File: config.mk
export PLATFORM = sky130hd
export DESIGN_NAME = rom_array
export DESIGN_NICKNAME = d
export VERILOG_FILES = /design/src/rtl/rom_array.sv
export SDC_FILE = /design/constraint.sdc
export NUM_CORES = 1
export LEC_CHECK = 0
export BUFFER_PORTS_ARGS = -buffer_cell sky130_fd_sc_hd__buf_4
export CAP_MARGIN = 20
export CORE_AREA = 2 2 39 41
export CTS_BUF_LIST = sky130_fd_sc_hd__clkbuf_16
export DETAILED_ROUTE_END_ITERATION = 7
export DIE_AREA = 0 0 41 43
export PLACE_DENSITY = 0.46
export REMOVE_ABC_BUFFERS = 1
export SKIP_LAST_GASP = 1
export SLEW_MARGIN = 20
export SYNTH_ARGS = -nofsm -noshare
export SYNTH_HDL_FRONTEND = slang
export SYNTH_SLANG_ARGS = --single-unit
File: constraint.sdc
create_clock -name CLK -period 1.1 [get_ports CLK]
set_clock_uncertainty 0.05 [all_clocks]
set_input_delay 0.22 -clock CLK [delete_from_list [all_inputs] [get_ports CLK]]
set_output_delay 0.22 -clock CLK [all_outputs]
set_load 0.03 [all_outputs]
File: src/rtl/rom_array.sv
// Read-only 256x8 program/constant store for the toy processor.
// A case-based constant table feeds one registered output.
module rom_array #(
  parameter int unsigned ADDR_WIDTH = 8,
  parameter int unsigned DATA_WIDTH = 8
) (
  input  logic                  CLK,
  input  logic                  RST,
  input  logic [ADDR_WIDTH-1:0] ADDR,
  output logic [DATA_WIDTH-1:0] DATA_OUT
);

  logic [DATA_WIDTH-1:0] data_d;
  logic [DATA_WIDTH-1:0] data_q;

  // Constant table; every address outside 0x00-0x0F reads zero.
  always_comb begin
    data_d = '0;
    case (ADDR)
      ADDR_WIDTH'(0):  data_d = DATA_WIDTH'(8'h81);
      ADDR_WIDTH'(1):  data_d = DATA_WIDTH'(8'h42);
      ADDR_WIDTH'(2):  data_d = DATA_WIDTH'(8'hC3);
      ADDR_WIDTH'(3):  data_d = DATA_WIDTH'(8'h24);
      ADDR_WIDTH'(4):  data_d = DATA_WIDTH'(8'hA5);
      ADDR_WIDTH'(5):  data_d = DATA_WIDTH'(8'h66);
      ADDR_WIDTH'(6):  data_d = DATA_WIDTH'(8'hE7);
      ADDR_WIDTH'(7):  data_d = DATA_WIDTH'(8'h18);
      ADDR_WIDTH'(8):  data_d = DATA_WIDTH'(8'h99);
      ADDR_WIDTH'(9):  data_d = DATA_WIDTH'(8'h5A);
      ADDR_WIDTH'(10): data_d = DATA_WIDTH'(8'hDB);
      ADDR_WIDTH'(11): data_d = DATA_WIDTH'(8'h3C);
      ADDR_WIDTH'(12): data_d = DATA_WIDTH'(8'hBD);
      ADDR_WIDTH'(13): data_d = DATA_WIDTH'(8'h7E);
      ADDR_WIDTH'(14): data_d = DATA_WIDTH'(8'hFF);
      ADDR_WIDTH'(15): data_d = DATA_WIDTH'(8'h00);
      default:         data_d = '0;
    endcase
  end

  // Output register; reset wins over a read on the same edge.
  always_ff @(posedge CLK) begin
    if (RST) begin
      data_q <= '0;
    end else begin
      data_q <= data_d;
    end
  end

  assign DATA_OUT = data_q;

endmodule

==> metrics.md <==
| Metric | Value |
|---|---|
| DP Area | approximately 380 µm² |
| Distinct cells, synth | 14 |
| Total core area | 1380 µm² |
| Cell row count | 14 |
| Clk buf depth | 2 |
| CTS tree | built |
| Fin worst setup slack | about 0.079 ns |
| Post-synthesis instance area | ~270 µm² |
| DRT iter0 DRCs | 1 |
| Pre-CTS setup slack | -0.143 ns |
| CTS buffer count | 3 |
| Clk pin slew, worst setup/hold paths | about 0.030 ns |
| Crit-path max cell delay | 0.56 ns |
| Worst min-delay path category | input port to flop |
| Post_cts resized | 0 |
| Fill count | 148 |
| Final hold slack | roughly 0.16 ns |
| Port buffer count | 17 |
| GRT Util Overall | 0.0841 |
| Slowest cell on the critical path | or4_4 |
| CP top delay family | simple AND/OR/NAND/NOR gates |
| WS Path Type | input port to flop |
| Reg area | 80.1 µm² |
| Postcts setup bufs | 0 |
| Sequential area share after synthesis | 0.302 |
| Critical Path Fanout Max | 4 |
| Largest register FFs | 4 |
| WL met2 | 274 µm |
| Leakage | 0.228 nW |
| Layout cells sized above 1 | 0.561 |
| Final Instance Area | 458 µm² |
| Final net count | 57 |
| Total gr overflow | 0 |
| Vias per cell | ~4.1 |
| Largest net degree at the start of global routing | 7 |
| Root buffer cell | clkbuf_16 |
| Yosys reg bits | 4 |
| Wire length on met1 | 232 µm |
| Setup-failing EPs final | 0 |
| Met3 routed WL | approximately 76 µm |
| VDD IR max | 369 µV |
| Iteration count of the initial detailed-routing pass | 2 |
| Final worst-path cycle share | 0.929 |
| Post-DR wirelength/cell | just over 10 µm |
| Final design utilization | 0.331 |
| Transition time of the tightest slew-check pin | 0.199 ns |
| Via count | 234 |
| Status | finished, final reports clean |
| WHS Path Cells | 2 |
| Period minus WS final | slightly above 1 ns |
| Yosys warnings | 0 |
| Number of global-route vias before repair | between 200 and 300 |
| Highest routed layer | met3 |
| Initial antenna violation count | 0 |
| Worst setup SP type | input port |
| Multi-input gate area | 148 µm² |
| Fmax | 0.979 GHz |
| DIE HEIGHT | approximately 43 µm |
| Wirelength, routed | between 500 and 600 µm |
| RSZ-0062 raised after global routing | false |
| Slew margin rel. | 0.867 |
| Final Max Tran Viols | 0 |
| Min-Delay Endpoint | DATA_OUT[5]$_SDFF_PP0_ |
| Final HPWL DP | 468 µm |
| WP buf/inv | 1 |
| Initial Util | 0.192 |
| I/O Pins | 18 |
| Global-route wire length before repair | roughly 910 µm |
| Synth Area per Inst | roughly 11 µm² |
| Crit. End Element | flop |
| CTS Hold Bufs | 0 |
| CP Data Required Time | ~1.2 ns |
| P&R area growth vs syn | 72.6% |
| Die Area | roughly 1800 µm² |
| Final hold vios | 0 |
| Min-delay src | ADDR[5] |
| Clk sinks | 4 |
| Setup TNS Final | 0 ns |
| Mapped Cells | 25 |
| Crit path DAT | 1.11 ns |
| Routability cong. | about 0.63 |
| Drt drc | 0 |
| CP Cell Sequence | buf_4 -> or4_4 -> nor4b_4 |
| H-Tree Depth | 1 |
| Post-route ant nets | 0 |
| Die Span X | 41 µm |
| Power Density | 1730 nW/µm² |
| Antenna diode count | 0 |
| Max cap viols | 0 |
[through the flow]
stage / power [mW] / cells
4_1_cts: 0.809 / 57
2_1_floorplan: 0.180 / 21
6_report: 0.790 / 57
3_3_place_gp: 0.223 / 54
3_5_place_dp: 0.223 / 54
5_1_grt: 0.818 / 57
[kinds of logic after synthesis]
logic type,Yosys count,share of synthesized area
adder cells (fa/ha/maj),4,0.189
flip-flops,4,0.302
AO/OA/AOI/OAI,5,0.151
buffers and inverters,6,0.142
AND/OR/NAND/NOR,6,0.217
[layer usage]
metal,track usage,vias up
li1,-,117
met1,0.0764,99
met2,0.122,18
met3,0.0314,0
met4,0.100,0
met5,0,-
[how the worst max path moves through the flow]
stage                     startpoint  slack [ns]  depth (start not counted)                     end
final                        ADDR[4]        0.08                          3  DATA_OUT[5]$_SDFF_PP0_
after CTS                    ADDR[4]        0.07                          3  DATA_OUT[5]$_SDFF_PP0_
after global placement       ADDR[4]       -0.14                          3  DATA_OUT[5]$_SDFF_PP0_
after detailed placement     ADDR[4]       -0.14                          3  DATA_OUT[5]$_SDFF_PP0_
after global routing         ADDR[4]        0.03                          3  DATA_OUT[6]$_SDFF_PP0_
after floorplan              ADDR[4]      -0.004                          2  DATA_OUT[5]$_SDFF_PP0_
[cells in the mapped netlist]
cell,n,area (µm²)
buf_4,4,30.0
dfxtp_1,4,80.1
a21o_1,1,7.51
nor2_1,1,3.75
nor3b_1,1,7.51
a21bo_2,1,10.0
nand3b_1,1,7.51
nor4b_4,1,23.8
inv_1,2,7.51
or4_4,1,11.3
ha_1,4,50.1
o211ai_1,1,7.51
a211oi_1,2,15.0
nand2_1,1,3.75
[cells in the final DEF (no fill, tap or decap), drive strengths merged, types with 2 or more instances in the layout]
cell type  instances
dfxtp              4
inv                2
clkbuf             3
buf               17
a211oi             2
ha                 4
[where the power goes]
part           switching [mW]  internal (mW)  leakage, nW
clock                   0.105          0.465       0.0370
sequential           0.000774          0.148       0.0323
combinational          0.0325         0.0394        0.159
total                   0.138          0.652        0.228
[final cells by class]
| class | instances | share of cell area |
|---|---|---|
| multi-input cells | 15 | 0.322 |
| repair buffers | 17 | 0.279 |
| flip-flops and latches | 4 | 0.175 |
| clock buffers | 3 | 0.164 |
| well taps | 16 | 0.0437 |
| inverters | 2 | 0.0164 |
Power figures use the tool's default switching activity.
